### src/rtl/gcd_binary.sv
// Iterative binary (Stein) GCD engine: shift/subtract only, one result per go.
// ready in IDLE, one-cycle done pulse, gcd holds until the next completion.
module gcd_binary #(
  parameter int WIDTH = 32
) (
  input  logic             clk,
  input  logic             rst,
  input  logic             go,
  input  logic [WIDTH-1:0] a,
  input  logic [WIDTH-1:0] b,
  output logic             ready,
  output logic             done,
  output logic [WIDTH-1:0] gcd
);
  localparam int KW = $clog2(WIDTH + 1);

  typedef enum logic [1:0] {IDLE, SHIFT, REDUCE, DONE} state_t;

  state_t           state, state_nx;
  logic [WIDTH-1:0] x, y, x_nx, y_nx;
  logic [WIDTH-1:0] gcd_q, gcd_nx;
  logic [KW-1:0]    k, k_nx;
  logic [WIDTH-1:0] diff_xy, diff_yx;

  // Only consumed when both are odd and the minuend is larger.
  assign diff_xy = x - y;
  assign diff_yx = y - x;

  always_ff @(posedge clk) begin
    if (rst) begin
      state <= IDLE;
      x     <= '0;
      y     <= '0;
      k     <= '0;
      gcd_q <= '0;
    end else begin
      state <= state_nx;
      x     <= x_nx;
      y     <= y_nx;
      k     <= k_nx;
      gcd_q <= gcd_nx;
    end
  end

  always_comb begin
    state_nx = state;
    x_nx     = x;
    y_nx     = y;
    k_nx     = k;
    gcd_nx   = gcd_q;
    case (state)
      IDLE: begin
        if (go) begin
          x_nx = a;
          y_nx = b;
          k_nx = '0;
          if (a == '0 || b == '0) begin
            gcd_nx   = a | b;
            state_nx = DONE;
          end else begin
            state_nx = SHIFT;
          end
        end
      end
      SHIFT: begin
        // Strip the common power of two, remembered in k.
        if (!x[0] && !y[0]) begin
          x_nx = x >> 1;
          y_nx = y >> 1;
          k_nx = k + KW'(1);
        end else begin
          state_nx = REDUCE;
        end
      end
      REDUCE: begin
        if (!x[0]) begin
          x_nx = x >> 1;
        end else if (!y[0]) begin
          y_nx = y >> 1;
        end else if (x == y) begin
          gcd_nx   = x << k;
          state_nx = DONE;
        end else if (x > y) begin
          x_nx = diff_xy >> 1;
        end else begin
          y_nx = diff_yx >> 1;
        end
      end
      DONE: begin
        state_nx = IDLE;
      end
      default: begin
        state_nx = IDLE;
      end
    endcase
  end

  assign ready = (state == IDLE);
  assign done  = (state == DONE);
  assign gcd   = gcd_q;

endmodule

### config.mk
export PLATFORM = sky130hd
export DESIGN_NAME = gcd_binary
export DESIGN_NICKNAME = d
export VERILOG_FILES = /design/src/rtl/gcd_binary.sv
export SDC_FILE = /design/constraint.sdc
export NUM_CORES = 1
export LEC_CHECK = 0
export ABC_AREA = 1
export BUFFER_PORTS_ARGS = -buffer_cell sky130_fd_sc_hd__buf_4
export CAP_MARGIN = 20
export CORE_MARGIN = 5
export CORE_UTILIZATION = 55
export CTS_CLUSTER_DIAMETER = 40
export DETAILED_ROUTE_END_ITERATION = 16
export GPL_TIMING_DRIVEN = 0
export PLACE_DENSITY = 0.75
export REMOVE_ABC_BUFFERS = 1
export SLEW_MARGIN = 0
export SYNTH_ARGS = -nofsm -noshare
export SYNTH_HDL_FRONTEND = slang
export SYNTH_SLANG_ARGS = --single-unit
### constraint.sdc
create_clock -name clk -period 7.2 [get_ports clk]
set_input_delay 0.36 -clock clk [delete_from_list [all_inputs] [get_ports clk]]
set_output_delay 0.36 -clock clk [all_outputs]
set_load 0.1 [all_outputs]
* Yosys cells after proc, flatten, opt, wreduce, memory -nomap -nowiden
Cells that the tools add are included.
** Word-level totals
- Bits in writable memories :: 0
- Flip-flop bits (word level) :: 104
- Word-level logic and storage cells :: 76
- Bits in read-only memories :: 0
- Output and inout bits :: 34
- Memories kept :: 0
- Input bits :: 67
- Bits in latches :: 0
** Cells by class
- Add/subtract/negate cells :: 3
- Reductions and logical operators :: 17
- Shift-type cells :: 1
- Bitwise gates (word level) :: 1
- Muxes and demuxes :: 30
- Magnitude comparators :: 1
- Eq/ne operators :: 16
- Div/mod/pow operators :: 0
- Multipliers :: 0
** Operators with widths (count)
- $mux 32 :: 17
- $pmux 32 s3 :: 2
- $logic_not 32->1 :: 2
- $pmux 32 s2 :: 1
- $sub 32x32->32 :: 2
- $eq 32x32->1 :: 1
- $gt 32x32->1 :: 1
- $or 32x32->32 :: 1
- $shl 32x6->32 :: 1
- $reduce_and 6->1 :: 3
- $ne 3x3->1 const B :: 5
- $mux 2 :: 6
- $mux 6 :: 2
- $ne 2x2->1 const B :: 6
- $pmux 6 s2 :: 1
- $pmux 2 s4 :: 1
- $add 6x1->6 const B :: 1
- $reduce_and 3->1 :: 2
- $reduce_and 5->1 :: 1
- $eq 2x2->1 const B :: 2
- $reduce_and 4->1 :: 1
- $reduce_bool 2->1 :: 2
- $reduce_bool 3->1 :: 1
- $eq 2x1->1 const B :: 1
- 5 further kinds :: 6

* Logic depth before layout (Yosys ltp)
Gate-level depths: netlist of run 1.
- Depth after elaboration :: 6
- Gate-level depth with buffers :: 21
- Gate-level depth less buffers :: 20

* Least setup slack after synthesis of run 1
Ideal clock, no wire load.
- Path kind :: reg-to-reg
- Start point :: reg x[0]
- End point :: reg x[17]
- Period minus slack after synthesis :: 2.635 ns
- Path slack :: 4.565 ns
- Path buffers :: 1
- Data required time :: 7.072 ns
- Setup time :: 0.128 ns
- Cell stages (with the launch flop) :: 21
- Data arrival time :: 2.507 ns
- Cells stage by stage :: dfxtp_1 inv_1 ha_1 fa_1 inv_1 nand3_1 nand2_1 nand2_1 nand2_2 nand2_1 nand2_1 nand2_1 nand2_1 nand2_1 nand2_1 nand2_1 a21oi_2 buf_2 nor2_1 nor2_1 nor2_1
** Between the ends
- Word-level cells in the longest chain between the ends :: 6
- Elaborated cells on any way between the ends :: 15
- Classes of those cells :: 1 x add/sub; 1 x order compare; 5 x eq/ne; 5 x mux; 3 x reduce/logical
** RTL lines
- start, declared :: line 20 : logic [WIDTH-1:0] x, y, x_nx, y_nx;
- start signal, assigned :: line 38 : x <= x_nx;
- $sub 32x32->32 :: line 26 : assign diff_xy = x - y;
- $mux 32 :: line 83 : end else if (x > y) begin
- $mux 32 :: line 80 : end else if (x == y) begin
- $mux 32 :: line 78 : end else if (!y[0]) begin
- $mux 32 :: line 76 : if (!x[0]) begin
- $pmux 32 s3 :: line 51 : case (state)
Several ways; a longest one is shown, not always the timed one. The select of a mux whose other input is x is not followed.
A chain may end at the register's enable or synchronous reset.

* Worst setup path in the final report of run 1
- Start point :: reg x[0]
- End point :: reg y[20]
** Between the ends
- Word-level cells in the longest chain between the ends :: 6
- Elaborated cells on any way between the ends :: 15
- Classes of those cells :: 1 x add/sub; 1 x order compare; 5 x eq/ne; 5 x mux; 3 x reduce/logical
** RTL lines
- $sub 32x32->32 :: line 27 : assign diff_yx = y - x;
- $mux 32 :: line 83
- $mux 32 :: line 80
- $mux 32 :: line 78
- $mux 32 :: line 76
- $pmux 32 s3 :: line 51
- end signal, assigned :: line 39 : y <= y_nx;
- end, declared :: line 20
Several ways; a longest one is shown, not always the timed one. The select of a mux whose other input is x is not followed.

==> results of run 1 <==
-- worst min-delay path: stages --
cell	delay [ns]
buf_4	0.09
o21ai_0	0.06
a21oi_1	0.11
-- per-stage QoR --
step | instance area (sq um) | utilization [%] | setup slack (ns) | hold slack [ns] | std cells
finish | 12500 | 61.4 | 3.03 | 0.289 | 2344
CTS | 12500 | 61.3 | 3.13 | 0.284 | 2342
detailed placement | 12200 | 59.8 | 3.16 | 0.456 | 2327
global route | 12500 | 61.4 | 2.80 | 0.313 | 2344
global placement | 12100 | 59.3 | 1.23 | 0.454 | 2323
floorplan | 11000 | - | 3.73 | 0.429 | 1953
-- cells in the mapped netlist (8+ instances only) --
library cell / number / area (sq um)
a21oi_1: 217 / 1090
buf_2: 24 / 120
clkbuf_1: 51 / 191
dfxtp_1: 104 / 2080
ha_1: 70 / 876
inv_1: 254 / 953
mux2i_1: 9 / 90.1
nand2_1: 546 / 2050
nand2_2: 20 / 125
nand3_1: 90 / 450
nand4_1: 18 / 113
nor2_1: 257 / 965
nor4_1: 13 / 81.3
o211ai_1: 12 / 90.1
o21ai_0: 229 / 1150
o21bai_1: 8 / 60.1
xor2_1: 31 / 272
-- state kept, by name, summed over array words and instances, names as in the netlist --
register	count
x	32
k	6
gcd	32
y	32
state	2
-- area by class of cell --
cell class / count / area (sq um) / share of cell area [%]
repair buffers: 106 / 856 / 6.84
inverters: 262 / 985 / 7.87
flip-flops and latches: 104 / 2080 / 16.7
well taps: 270 / 338 / 2.70
clock inverters: 6 / 76.3 / 0.610
multi-input cells: 1587 / 7940 / 63.5
clock buffers: 9 / 225 / 1.80
-- routing by layer --
metal / global-route usage (%) / routed length [um] / vias up
li1: - / - / 6608
met1: 47.0 / 17700 / 6186
met2: 57.5 / 19700 / 774
met3: 7.21 / 4620 / 148
met4: 16.7 / 2520 / 0
met5: 0 / 0 / -
-- cells by family after synthesis --
group	count (synthesis)	synth area share, %
AND/OR/NAND/NOR	980	35.3
AO/OA/AOI/OAI	492	22.5
buffers and inverters	354	12.5
flip-flops	104	18.2
adder cells (fa/ha/maj)	72	8.01
XOR/XNOR	34	2.60
multiplexers	9	0.788
-- final timing paths --
check,start,end
hold / removal,a[4],x[4]$_SDFFE_PP0P_
setup reg to reg,x[0]$_SDFFE_PP0P_,y[20]$_SDFFE_PP0P_
setup / recovery,x[0]$_SDFFE_PP0P_,y[20]$_SDFFE_PP0P_
hold reg to reg,gcd[5]$_SDFFE_PP0P_,gcd[5]$_SDFFE_PP0P_
==> results.md, run 1 <==
* Final period util at 57.9%
* Type of element capturing the critical path: register
* Number of gates resized after cts at 0
* Yosys reg bits at 104
* Post-CTS setup buffer count at 0
* Final #Nets at roughly 2200
* # setup viols final at 0
* Slew HR at 28.2%
* IO Pins at ~100
* Area Growth Syn to Fin at 9.33%
* CTS sink count at between 100 and 150
* Clk root buf: clkbuf_16
* R2R setup slack at 3.03 ns
* Commonest non-fill, non-tap cells in the layout: 546 x nand2_1, 257 x nor2_1, 254 x inv_1
* CTS tree: yes
* Async set or reset register ratio after synthesis at 0%
* Cell breakdown of the critical path: inv_1 -> ha_1 -> fa_1 -> inv_1 -> nand3_1 -> nand2_1 -> nand2_1 -> nand2_2 -> nand2_1 -> nand2_1 -> nand2_1 -> nand2_1 -> nor2_1 -> nand2_1 -> inv_1 -> nand3_1 -> nand2_1 -> nand2_1 -> a21oi_1
* Clock buffer depth at 2
* Number of synthesized flops with an enable pin at 0
* Initial antenna violation count at 0
* Startpoint Class: register
* Achievable Freq at approximately 0.24 GHz
* Most frequent cell on the critical path: nand2_1
* Post-route DRC at 0
* Final Hold Fails at 0
* Fillcell total at 2130
* Initial core utilization at 56.2%
* Cts hold-fix bufs at 0
* DRT Wirelength at 44500 um
* Placer Congestion at 1.03
* # rows at 52
* Layout cell share with drive strength beyond 1 at approximately 8.5%
* YS warnings at 0
* Diode count at 0
* Status: finished clean
* Max-cap violation count at 0
* H-tree depth at 3
* Mapped Avg Cell Area at 5.59 sq um
* Commonest non-fill, non-tap cell in the layout: nand2_1
* Mapped Cells at 2045
* WP depth at 19
* Number of global-route vias before repair at 12467
* Crit path time final at 4.17 ns
* Iter 0 DRT Violations at 1679
* Setup TNS at 0 ns
* Arrival @ worst endpoint at approximately 4.4 ns
* Die Ht at 154 um
* Total global routing overflow at 0
* PortBufs at 100
* Vias at ~14000
* Die ar. at 23800 sq um
* Critical path's top delay family: simple AND/OR/NAND/NOR gates
* Hold WC Path Type: in -> reg
* Post-DR vias/cell at between 5 and 6
* RSZ-0062 raised after global routing: false
* Dpl hpwl at 35100 um
* WHS Path Cells at 3
* Worst-case clock skew at roughly 0.018 ns
* Final Slew Violations at 0
* Total track usage at a little over a third
* Clock latency at the later pin of the worst-skew pair at 0.37 ns
* Syn Std Cell Area at 11400 sq um
* Drt pass-1 iters at 7
* Largest net degree at the start of global routing at 66
* Crit Path Max Fanout at 20
* First-pass GRT wire length at 68400 um
* WP buf/inv at 3
* Routed len/inst at 19.0 um
* Dominant synthesized flop cell: dfxtp_1
* R2R cell count at 19
* CTS Buf Count at 9
* Reg clk slew, reported paths at 0.09 ns
* Worst slew pin tran at 1.07 ns
* DIE WIDTH at 154 um
* Antenna viol nets, final at 0
* Post-synth cell types at 48
* Required @ worst endpoint at 7.43 ns
* Setup CP Type: reg -> reg
* Crit path largest cell delay at around 0.66 ns
* Register area share after synthesis at 18.2%
* Slowest cell on the critical path: nand2_1
* Core Region at 20400 sq um
Power of run 1 is left out: the tool's default activity adds up to more than one toggle a clock period on the data nets, which glitch-free logic cannot reach.
==> run 2, diff against run 1 <==
--- a/config.mk
+++ b/config.mk
@@ -5,7 +5,7 @@
 export SDC_FILE = /design/constraint.sdc
 export NUM_CORES = 1
 export LEC_CHECK = 0
-export ABC_AREA = 1
+export ABC_AREA = 0
 export BUFFER_PORTS_ARGS = -buffer_cell sky130_fd_sc_hd__buf_4
 export CAP_MARGIN = 20
 export CORE_MARGIN = 5
@@ -13,7 +13,7 @@
 export CTS_CLUSTER_DIAMETER = 40
 export DETAILED_ROUTE_END_ITERATION = 16
 export GPL_TIMING_DRIVEN = 0
-export PLACE_DENSITY = 0.75
+export PLACE_DENSITY = 0.78
 export REMOVE_ABC_BUFFERS = 1
 export SLEW_MARGIN = 0
 export SYNTH_ARGS = -nofsm -noshare
==> constraint.sdc (replaced) <==
create_clock -name clk -period 3.66 [get_ports clk]
set_input_delay 0.183 -clock clk [delete_from_list [all_inputs] [get_ports clk]]
set_output_delay 0.183 -clock clk [all_outputs]
set_load 0.1 [all_outputs]
==> run 2 against run 1 <==
Against the previous run:
- cell count decreased by 28%
- global-route usage decreased by 0.88 points
- sequential share of layout area increased by 0.69 points
- fmax increased by 18%
- via count decreased by 15%
- register-to-register slack got worse by 2.9 ns
- die area decreased by 7.9%
- synthesized cell count decreased by 31%
- flip-flop and latch count unchanged
- design area decreased by 3.8%
- highest routed layer unchanged
==> results.md, run 2 <==
* Status: finished clean (unchanged)
* Total track usage at 35.2% (was 36.1%)
* Hold WC Path Type: in -> reg (unchanged)
* YS warnings at 0 (unchanged)
* Syn Std Cell Area at 10500 sq um (was 11400 sq um)
* Post-synth cell types at 77 (was 48)
* Xor and xnor area share after synthesis at 4.27% (was 2.60%)
* Core Region at 18700 sq um (was 20400 sq um)
* IO Pins at 101 (unchanged)
* Yosys top cell by area: dfxtp_1 (unchanged)
* Startpoint Class: register (unchanged)
* Post-synthesis mux area share at 8.32% (was 0.787%)
* Number of synthesized flops with an enable pin at 0 (unchanged)
* Main combinational cell family by area after synthesis: compound AO/OA/AOI/OAI gates (was simple AND/OR/NAND/NOR gates)
* Dominant synthesized flop cell: dfxtp_1 (unchanged)
* Layout cell share with drive strength beyond 1 at 16.9% (was 8.49%)
* Main area contributors after synthesis: dfxtp_1 20%, ha_1 8.4%, nor2_1 6.8%, a21oi_1 6.3%, mux2i_1 4.0% (was dfxtp_1 18%, nand2_1 18%, o21ai_0 10%, a21oi_1 9.5%, nor2_1 8.4%)
* Drt pass-1 iters at 5 (was 7)
* HP Start: a[0] (was a[4])
* CTS sink count at 104 (unchanged)
* Clk root buf: clkbuf_16 (unchanged)
* Number of global-route vias before repair at 11037 (was 12467)
* Setup CP Type: reg -> reg (unchanged)
* Iter 0 DRT Violations at 1243 (was 1679)
* PortBufs at 100 (unchanged)
* DIE WIDTH at 148 um (was 154 um)
* Final Hold Fails at 0 (unchanged)
* Clock latency at the later pin of the worst-skew pair at 0.37 ns (about the same)
* Achievable Freq at 0.282 GHz (was 0.240 GHz)
* Diode count at 0 (unchanged)
* Type of element capturing the critical path: register (unchanged)
* Synth top cells by count: 190 x nor2_1, 131 x a21oi_1, 104 x dfxtp_1 (was 546 x nand2_1, 257 x nor2_1, 254 x inv_1)
* Most numerous cell in the Yosys netlist: nor2_1 (was nand2_1)
* RSZ-0062 raised after global routing: true (was false)
* Synth Area in Adders at 8.75% (was 8.01%)
* Initial core utilization at 56.0% (was 56.2%)
* Antenna viol nets, final at 0 (unchanged)
* Area Growth Syn to Fin at 14.9% (was 9.33%)
* Arrival @ worst endpoint at 3.76 ns (was 4.39 ns)
* Simple-Gate Fraction of Synth Area at 19.4% (was 35.3%)
* Register area share after synthesis at 19.9% (was 18.2%)
* Final worst slack at 0.120 ns (was 3.03 ns)
* Final Slew Violations at 0 (unchanged)
* Worst R2R Start: y[28]$_SDFFE_PP0P_ (was x[0]$_SDFFE_PP0P_)
* Clock buffer depth at 2 (unchanged)
* Mapped Cells at 1418 (was 2045)
* Max-cap violation count at 0 (unchanged)
* Setup WS pre-CTS at -0.948 ns (was 3.16 ns)
* Final #Nets at 1594 (was 2209)
* Share of the synthesized area in the top cell type at 19.9% (was 18.2%)
* Post-route DRC at 0 (unchanged)
* Dpl hpwl at 30100 um (was 35100 um)
* Total global routing overflow at 0 (unchanged)
* Die ar. at 21900 sq um (was 23800 sq um)
* Commonest non-fill, non-tap cell in the layout: nor2_1 (was nand2_1)
* Worst slew pin tran at 1.21 ns (was 1.07 ns)
* Slew HR at 19.3% (was 28.2%)
* Fillcell total at 1669 (was 2130)
* Worst-case clock skew at 0.0150 ns (was 0.0182 ns)
* Post-DR vias/cell at 6.89 (was 5.85)
* Die Ht at 148 um (was 154 um)
* H-tree depth at 3 (unchanged)
* Crit Path Max Fanout at 15 (was 20)
* Yosys reg bits at 104 (unchanged)
* WHS Path Cells at 3 (unchanged)
* # rows at 50 (was 52)
* Synth Area in Compound Gates at 32.2% (was 22.5%)
* First-pass GRT wire length at 61400 um (was 68400 um)
* Crit path time final at 3.54 ns (was 4.17 ns)
* Vias at 11680 (was 13716)
* R2R setup slack at 0.12 ns (was 3.03 ns)
* Final period util at 96.7% (was 57.9%)
* # setup viols final at 0 (unchanged)
* Initial antenna violation count at 0 (unchanged)
* CTS tree: yes (unchanged)
* Async set or reset register ratio after synthesis at 0% (unchanged)
* WHS Endpoint: x[0]$_SDFFE_PP0P_ (was x[4]$_SDFFE_PP0P_)
* Reg clk slew, reported paths at 0.08 ns (was 0.09 ns)
* Routed len/inst at 23.6 um (was 19.0 um)
* R2R cell count at 10 (was 19)
* RR Endpoint: x[14]$_SDFFE_PP0P_ (was y[20]$_SDFFE_PP0P_)
* Largest net degree at the start of global routing at 92 (was 66)
* DRT Wirelength at 40000 um (was 44500 um)
* Cts hold-fix bufs at 0 (unchanged)
* Placer Congestion at 1.01 (was 1.03)
* CTS Buf Count at 9 (unchanged)
* Required @ worst endpoint at 3.88 ns (was 7.43 ns)
* Mapped Avg Cell Area at 7.39 sq um (was 5.59 sq um)
* Commonest non-fill, non-tap cells in the layout: 189 x nor2_1, 129 x a21oi_1, 121 x buf_4 (was 546 x nand2_1, 257 x nor2_1, 254 x inv_1)
==> run 2: logic make-up after synthesis <==
family,after synthesis
AOI/OAI and AO/OA,492
xor gates and xnor gates,51
adders and majority gates,72
buffers and inverters,192
DFF,104
muxes,65
and+or+nand+nor,442
==> run 2: routing by layer <==
metal | global-route usage (%) | vias to the layer above | wire, um
li1 | - | 5339 | -
met1 | 44.7 | 5425 | 15300
met2 | 55.2 | 742 | 17400
met3 | 8.31 | 174 | 4540
met4 | 19.3 | 0 | 2810
met5 | 0 | - | 0
==> run 2: what timing repair did <==
item                                    in CTS  in global routing
cloned                                       1                  1
pin swaps                                   10                  5
endpoints found under the setup margin      92                 67
gates resized for setup                     22                 40
buffers inserted                            17                  4
==> run 2: worst max-delay path, stage by stage, from the launching register on <==
cell       delay [ns]
dfxtp_1          0.38
inv_1            0.09
ha_2             0.46
nand4_1          0.28
nor4_4           0.41
buf_4            0.22
a21oi_1          0.07
o2bb2ai_1        0.17
a2111oi_4        0.47
or3_1            0.65
o31ai_1          0.18
==> run 2: worst max path at each step <==
stage / slack, ns / startpoint / end / cells past startpoint
3_3_place_gp: -2.88 / state[0]$_SDFFE_PP0P_ / y[13]$_SDFFE_PP0P_ / 7
2_1_floorplan: -1.13 / y[25]$_SDFFE_PP0P_ / gcd[0]$_SDFFE_PP0P_ / 11
5_1_grt: -0.03 / y[28]$_SDFFE_PP0P_ / x[22]$_SDFFE_PP0P_ / 12
6_report: 0.12 / y[28]$_SDFFE_PP0P_ / x[14]$_SDFFE_PP0P_ / 10
3_5_place_dp: -0.95 / y[25]$_SDFFE_PP0P_ / y[24]$_SDFFE_PP0P_ / 11
4_1_cts: 0.007 / y[21]$_SDFFE_PP0P_ / x[26]$_SDFFE_PP0P_ / 11
==> run 2: area by class of cell <==
cell class	count	area, sq um	area share [%]
inverters	85	319	2.65
well taps	234	293	2.43
clock buffers	9	225	1.87
flip-flops and latches	104	2090	17.4
multi-input cells	1124	7930	65.9
repair buffers	131	1110	9.22
clock inverters	7	65.1	0.541
==> run 2: through the flow <==
step                      util [%]  area [sq um]  hold WS [ns]  setup TNS, ns  cells
after floorplan                  -         10000         0.252         -36.13   1311
after global placement        59.2         11100         0.460        -186.51   1645
after detailed placement      60.6         11300         0.472         -57.54   1655
after CTS                     63.3         11800         0.104              0   1689
after global routing          64.3         12000         0.120         -0.131   1694
final                         64.3         12000         0.112              0   1694
Power of run 2 is left out for the same reason.
